**src/rtl/hft_pkg.sv**
```systemverilog
// Shared definitions for the quote egress path.
//   REG_WIDTH     : parser register / stream word width
//   ADD_MSG_WORDS : words in one ITCH-style add-order message
//   ITCH_ADD_TYPE : ITCH message type byte for add-order
//   ser_state_t   : serializer FSM states
package hft_pkg;

    localparam int unsigned REG_WIDTH     = 32;
    localparam int unsigned ADD_MSG_WORDS = 9;
    localparam logic [7:0]  ITCH_ADD_TYPE = 8'h41;

    typedef enum logic [1:0] {
        IDLE,
        SEND_B,
        SEND_S
    } ser_state_t;

endpackage

```
**src/rtl/order_frame_buf.sv**
```systemverilog
// Capture register for one quote pair (buy + sell message words).
// With ORDER_SER_CHECKSUM_EN defined, also holds the per-side XOR checksum,
// computed from the incoming words at capture time.
// Ports:
//   clk, rst_n  : clock, async active-low reset (clears the buffer)
//   capture     : load reg_b/reg_s (and checksums) at the next edge
//   reg_b/reg_s : packed buy/sell words, word k at [k*REG_WIDTH +: REG_WIDTH]
//   words_b/s   : stored words, index k = message word k
//   csum_b/s    : stored XOR of the 9 words per side (checksum build only)
module order_frame_buf
    import hft_pkg::*;
#(
    parameter int unsigned REG_WIDTH = hft_pkg::REG_WIDTH,
    parameter int unsigned MSG_WORDS = hft_pkg::ADD_MSG_WORDS
) (
    input  logic                           clk,
    input  logic                           rst_n,
    input  logic                           capture,
    input  logic [MSG_WORDS*REG_WIDTH-1:0] reg_b,
    input  logic [MSG_WORDS*REG_WIDTH-1:0] reg_s,
    output logic [REG_WIDTH-1:0]           words_b [MSG_WORDS],
    output logic [REG_WIDTH-1:0]           words_s [MSG_WORDS]
`ifdef ORDER_SER_CHECKSUM_EN
    ,
    output logic [REG_WIDTH-1:0]           csum_b,
    output logic [REG_WIDTH-1:0]           csum_s
`endif
);

    always_ff @(posedge clk or negedge rst_n) begin
        if (!rst_n) begin
            words_b <= '{default: '0};
            words_s <= '{default: '0};
        end else if (capture) begin
            for (int unsigned k = 0; k < MSG_WORDS; k++) begin
                words_b[k] <= reg_b[k*REG_WIDTH +: REG_WIDTH];
                words_s[k] <= reg_s[k*REG_WIDTH +: REG_WIDTH];
            end
        end
    end

`ifdef ORDER_SER_CHECKSUM_EN
    logic [REG_WIDTH-1:0] xor_b;
    logic [REG_WIDTH-1:0] xor_s;

    always_comb begin
        xor_b = '0;
        xor_s = '0;
        for (int unsigned k = 0; k < MSG_WORDS; k++) begin
            xor_b = xor_b ^ reg_b[k*REG_WIDTH +: REG_WIDTH];
            xor_s = xor_s ^ reg_s[k*REG_WIDTH +: REG_WIDTH];
        end
    end

    always_ff @(posedge clk or negedge rst_n) begin
        if (!rst_n) begin
            csum_b <= '0;
            csum_s <= '0;
        end else if (capture) begin
            csum_b <= xor_b;
            csum_s <= xor_s;
        end
    end
`endif

endmodule

```
**src/rtl/order_msg_serializer.sv**
```systemverilog
// Serializes one captured quote pair as a 32-bit valid/ready word stream:
// buy message (reg_0..reg_8) then sell message. Quotes arriving while a
// frame is in flight are dropped and counted (saturating).
// Optional feature macro: ORDER_SER_CHECKSUM_EN appends an XOR checksum word
// to each message and moves o_last onto it.
// Ports:
//   i_clk, i_rst_n  : clock, async active-low reset
//   i_valid         : one-cycle quote strobe
//   i_reg_b/i_reg_s : packed buy/sell words, word k at [k*REG_WIDTH +: REG_WIDTH]
//   o_in_ready      : comb; a quote presented this cycle is accepted
//   o_data/o_valid  : stream word / valid, i_ready = downstream accept
//   o_sof/o_last    : first / final word of each message
//   o_side          : 0 = buy message, 1 = sell message
//   o_drop_cnt      : saturating count of dropped quotes
module order_msg_serializer
    import hft_pkg::*;
#(
    parameter int unsigned REG_WIDTH  = hft_pkg::REG_WIDTH,
    parameter int unsigned MSG_WORDS  = hft_pkg::ADD_MSG_WORDS,
    parameter int unsigned DROP_CNT_W = 16
) (
    input  logic                           i_clk,
    input  logic                           i_rst_n,
    input  logic                           i_valid,
    input  logic [MSG_WORDS*REG_WIDTH-1:0] i_reg_b,
    input  logic [MSG_WORDS*REG_WIDTH-1:0] i_reg_s,
    output logic                           o_in_ready,
    output logic [REG_WIDTH-1:0]           o_data,
    output logic                           o_valid,
    input  logic                           i_ready,
    output logic                           o_sof,
    output logic                           o_last,
    output logic                           o_side,
    output logic [DROP_CNT_W-1:0]          o_drop_cnt
);

`ifdef ORDER_SER_CHECKSUM_EN
    localparam int unsigned BEATS = MSG_WORDS + 1;
`else
    localparam int unsigned BEATS = MSG_WORDS;
`endif
    localparam int unsigned      IDX_W    = $clog2(BEATS);
    localparam logic [IDX_W-1:0] LAST_IDX = IDX_W'(BEATS - 1);

    ser_state_t state_q, state_d;
    logic [IDX_W-1:0] idx_q, idx_d;

    logic xfer;
    logic is_last;
    logic accept;
    logic drop;

    logic [REG_WIDTH-1:0] words_b [MSG_WORDS];
    logic [REG_WIDTH-1:0] words_s [MSG_WORDS];
    logic [REG_WIDTH-1:0] word_b;
    logic [REG_WIDTH-1:0] word_s;

    logic [REG_WIDTH-1:0] data_d;
    logic                 valid_d;
    logic                 sof_d;
    logic                 last_d;
    logic                 side_d;

`ifdef ORDER_SER_CHECKSUM_EN
    logic [REG_WIDTH-1:0] csum_b;
    logic [REG_WIDTH-1:0] csum_s;
`endif

    order_frame_buf #(
        .REG_WIDTH(REG_WIDTH),
        .MSG_WORDS(MSG_WORDS)
    ) u_frame_buf (
        .clk     (i_clk),
        .rst_n   (i_rst_n),
        .capture (accept),
        .reg_b   (i_reg_b),
        .reg_s   (i_reg_s),
        .words_b (words_b),
        .words_s (words_s)
`ifdef ORDER_SER_CHECKSUM_EN
        ,
        .csum_b  (csum_b),
        .csum_s  (csum_s)
`endif
    );

    // Handshake, accept/drop decode and next state.
    always_comb begin
        xfer       = o_valid && i_ready;
        is_last    = (idx_q == LAST_IDX);
        o_in_ready = (state_q == IDLE) || ((state_q == SEND_S) && is_last && xfer);
        accept     = i_valid && o_in_ready;
        drop       = i_valid && !o_in_ready;

        state_d = state_q;
        idx_d   = idx_q;
        unique case (state_q)
            IDLE: begin
                if (accept) begin
                    state_d = SEND_B;
                    idx_d   = '0;
                end
            end
            SEND_B: begin
                if (xfer) begin
                    if (is_last) begin
                        state_d = SEND_S;
                        idx_d   = '0;
                    end else begin
                        idx_d = idx_q + 1'b1;
                    end
                end
            end
            SEND_S: begin
                if (xfer) begin
                    if (is_last) begin
                        state_d = accept ? SEND_B : IDLE;
                        idx_d   = '0;
                    end else begin
                        idx_d = idx_q + 1'b1;
                    end
                end
            end
            default: begin
                state_d = IDLE;
                idx_d   = '0;
            end
        endcase
    end

    // Word mux indexed by the next index, so the stream outputs can be
    // registered without adding a cycle of latency.
    always_comb begin
        word_b = '0;
        word_s = '0;
        for (int unsigned k = 0; k < MSG_WORDS; k++) begin
            if (idx_d == IDX_W'(k)) begin
                word_b = words_b[k];
                word_s = words_s[k];
            end
        end
`ifdef ORDER_SER_CHECKSUM_EN
        if (idx_d == LAST_IDX) begin
            word_b = csum_b;
            word_s = csum_s;
        end
`endif
    end

    // A quote accepted this cycle is not in the buffer until the edge, so
    // buy word 0 of a new frame is taken straight from the input bus.
    always_comb begin
        data_d = '0;
        if (accept) begin
            data_d = i_reg_b[REG_WIDTH-1:0];
        end else if (state_d == SEND_B) begin
            data_d = word_b;
        end else if (state_d == SEND_S) begin
            data_d = word_s;
        end
        valid_d = (state_d != IDLE);
        sof_d   = valid_d && (idx_d == '0);
        last_d  = valid_d && (idx_d == LAST_IDX);
        side_d  = (state_d == SEND_S);
    end

    always_ff @(posedge i_clk or negedge i_rst_n) begin
        if (!i_rst_n) begin
            state_q <= IDLE;
            idx_q   <= '0;
            o_valid <= 1'b0;
            o_data  <= '0;
            o_sof   <= 1'b0;
            o_last  <= 1'b0;
            o_side  <= 1'b0;
        end else begin
            state_q <= state_d;
            idx_q   <= idx_d;
            o_valid <= valid_d;
            o_data  <= data_d;
            o_sof   <= sof_d;
            o_last  <= last_d;
            o_side  <= side_d;
        end
    end

    always_ff @(posedge i_clk or negedge i_rst_n) begin
        if (!i_rst_n) begin
            o_drop_cnt <= '0;
        end else if (drop && (o_drop_cnt != '1)) begin
            o_drop_cnt <= o_drop_cnt + 1'b1;
        end
    end

endmodule

```
**config.mk**
```make
export PLATFORM = sky130hd
export DESIGN_NAME = order_msg_serializer
export DESIGN_NICKNAME = d
export VERILOG_FILES = /design/src/rtl/hft_pkg.sv /design/src/rtl/order_frame_buf.sv /design/src/rtl/order_msg_serializer.sv
export SDC_FILE = /design/constraint.sdc
export NUM_CORES = 1
export LEC_CHECK = 0
export ABC_AREA = 0
export BUFFER_PORTS_ARGS = -buffer_cell sky130_fd_sc_hd__buf_4
export CORE_ASPECT_RATIO = 0.5
export CORE_UTILIZATION = 50
export DETAILED_ROUTE_END_ITERATION = 10
export PLACE_DENSITY = 0.75
export REMOVE_ABC_BUFFERS = 1
export SYNTH_ARGS = -nofsm -noshare
export SYNTH_HDL_FRONTEND = slang
export SYNTH_SLANG_ARGS = --single-unit
export TNS_END_PERCENT = 5
```
**constraint.sdc**
```tcl
create_clock -name i_clk -period 3.7 [get_ports i_clk]
set_clock_uncertainty 0.1 [all_clocks]
set_input_delay 0.74 -clock i_clk [delete_from_list [all_inputs] [get_ports i_clk]]
set_output_delay 0.74 -clock i_clk [all_outputs]
set_load 0.02 [all_outputs]
```
==> metrics.csv <==
metric,value,unit
hold_violations,0,
hold_buffers,0,
grt_pass1_vias,26839,
cp.required,4.16,ns
core,0.05587,mm2
clk_latency,0.62,ns
design_area,0.03652,mm2
syn_inst,3328,
postLayoutSetupSlackWorst,0.1450,ns
die_h,170.7,um
ant_nets,0,
drt_iter0_markers,3061,
async_reset_ff_frac,1.000,
timing.final.crit_share,0.9608,
drt_pass1_iterations,6,
synthFlopType,dfrtp_1,
cts-htree-levels,2,
powerDensity,798.5,mW/mm2
yosys_warnings,0,
peakVddDrop,0.0004356,V
avgSynthCellArea,8.549,um2
clockBufferDepth,3,
crit_type,flop to flop,
leakage,0.01946,uW
ios,633,
drc,0,
synth-edff-count,0,
areaGrowthSynthToFinish,28.34,%
wl_per_cell,22.06,um
routed_wl,104.0,mm
ctsResizeCount,0,
crit_fanout,12,
dieArea,0.05792,mm2
setup_viol,0,
nets,4500,
via_count,27180,
max-slew-margin-rel,0.2461,
fmax,0.2813,GHz
slew_violations,0,
tns,0,ns
grt_pass1_wl,154.4,mm
hpwl,74.34,mm
core.rowCount,61,
grt_max_degree,146,
die_w,339.4,um
rsz0062_at_grt,false,
cts_buffers,54,
fin_crit,3.555,ns
critPathCaptureType,flop,
yosys.area.top_type,dfrtp_1,
viasPerCell,5.765,
status,finished clean,
cp-start-kind,flop,
postCtsSetupBuffers,0,
min_path_type,input port to asynchronous set/reset pin,
critical_path_arrival,4.01,ns
grt_remaining_overflow,0,
ys_ff_latch,634,
synthTopCellsByArea,"dfrtp_1 (56%), nand2_1 (23%), clkbuf_1 (2.3%), o221a_2 (2.1%), o22ai_1 (1.7%)",
initial_utilization,0.5093,
dp.cells,4613,
syn_area,0.02845,mm2
cts_sinks,634,
grt_usage,0.3518,
portBuffers,632,
synthDistinctLibCells,70,
drive_above_1_share,0.2361,
synth_top_area_frac,0.5576,
postLayoutCoreUtil,0.6536,
place_area,0.03469,mm2
worstMarginPinSlew,1.131,ns
cts_tree,done,
fillCellCount,4708,
gp_congestion,0.9576,
post-place-ws,0.1090,ns
cts_root_buf,clkbuf_16,
max-cap-violations,0,
fin_cells,4715,
antenna_found_initial,4,
ys_seq_area_frac,0.5576,
cts.clk_slew.worst_paths,0.07,ns
critical path: stages, from the launching register on:
cell	delay, ns
dfrtp_1	0.43
inv_1	0.10
ha_1	0.49
o31ai_1	0.19
o31ai_4	0.92
buf_4	0.38
nor3_1	0.07
a2111oi_0	0.44
o221a_2	0.29
a211o_1	0.10
cell families after synthesis:
logic type      count (synthesis)  synth area share
compound gates                442            0.1258
buf+inv                       248           0.03483
mux                             6          0.002199
xor+xnor                       14          0.004310
simple gates                 1977            0.2722
flops                         634            0.5576
fa+ha+maj                       7          0.003078
layer usage:
layer	GRT usage	vias up	routed length, um
met5	0	-	0
met4	0.2244	0	6694
met3	0.05344	327	7640
met2	0.5699	1318	50060
met1	0.4481	13364	39610
li1	-	12171	-
final timing paths:
kind,depth (start not counted),slack [ns],from,endpoint
setup / recovery,9,0.14,state_q[0]$_DFF_PN0_,o_data[10]$_DFF_PN0_
hold / removal,1,0.02,i_rst_n,u_frame_buf.words_b[200]$_DFFE_PN0P_
setup reg to reg,9,0.14,state_q[0]$_DFF_PN0_,o_data[10]$_DFF_PN0_
hold reg to reg,2,0.37,u_frame_buf.words_s[62]$_DFFE_PN0P_,u_frame_buf.words_s[62]$_DFFE_PN0P_
max in group asynchronous,3,2.37,i_rst_n,u_frame_buf.words_b[231]$_DFFE_PN0P_
min in group i_clk,3,0.21,i_reg_b[104],u_frame_buf.words_b[168]$_DFFE_PN0P_
state kept, by name, indices dropped and copies added, names as in the netlist:
name,count
o_data,32
state_q,2
u_frame_buf.words_b,288
o_valid,1
idx_q,4
o_side,1
o_last,1
o_drop_cnt,16
o_sof,1
u_frame_buf.words_s,288
synth_stat cells, types with 5 or more instances:
cell / n
o31ai_1: 7
o211a_1: 5
nand2b_1: 6
inv_1: 18
dfrtp_1: 634
xnor2_1: 9
a22o_1: 28
o22ai_1: 79
nor4_1: 9
a21oi_1: 10
xor2_1: 5
ha_1: 7
clkbuf_1: 178
and4_1: 5
nand3_1: 13
a221oi_1: 7
buf_1: 8
o221a_2: 52
a31oi_1: 5
nand2_1: 1766
nor2_1: 74
a2111oi_0: 28
o21ai_0: 46
o211ai_1: 10
a211oi_1: 13
buf_2: 39
nor3_1: 61
a211o_1: 52
o221ai_1: 7
and3_1: 5
a221o_1: 31
nand4_1: 11
a22oi_1: 31
power by group:
part | total (uW) | internal [uW] | switching [uW]
clock | 6010 | 3290 | 2720
combinational | 10500 | 4310 | 6210
sequential | 12600 | 10300 | 2320
total | 29200 | 17900 | 11300
cell type report:
cell class                      instances  area [um2]  share of cell area
Multi-Input combinational cell       2446       11710              0.3207
Inverter                               20       75.07            0.002056
Clock buffer                           65        1443             0.03951
Clock inverter                         34       377.9             0.01035
Sequential cell                       634       15870              0.4345
Antenna cell                            3       7.507           0.0002056
Timing Repair Buffer                  757        6091              0.1668
Tap cell                              756       945.9             0.02590
layout by cell type, fill, tap and decap left out, types with 9 or more instances in the layout:
cell type / instances
a2111oi_0: 28
a211o_1: 52
a211oi_1: 13
a21oi_1: 10
a221o_1: 31
a22o_1: 28
a22oi_1: 31
buf_12: 32
buf_4: 724
clkbuf_16: 54
clkinv_2: 20
dfrtp_1: 634
inv_1: 17
nand2_1: 1765
nand3_1: 10
nand4_1: 11
nor2_1: 74
nor3_1: 59
nor4_1: 9
o211ai_1: 10
o21ai_0: 46
o221a_2: 52
o22ai_1: 79
xnor2_1: 9
per-stage QoR:
stage | total power, uW | hold WS [ns]
2_1_floorplan | 15930 | 0.3369
3_5_place_dp | 22930 | 0.3546
4_1_cts | 28960 | 0.05556
6_report | 29160 | 0.01667
3_3_place_gp | 22630 | 0.3545
5_1_grt | 30800 | 0.06406
No activity file was read; power rests on OpenSTA's default activity.
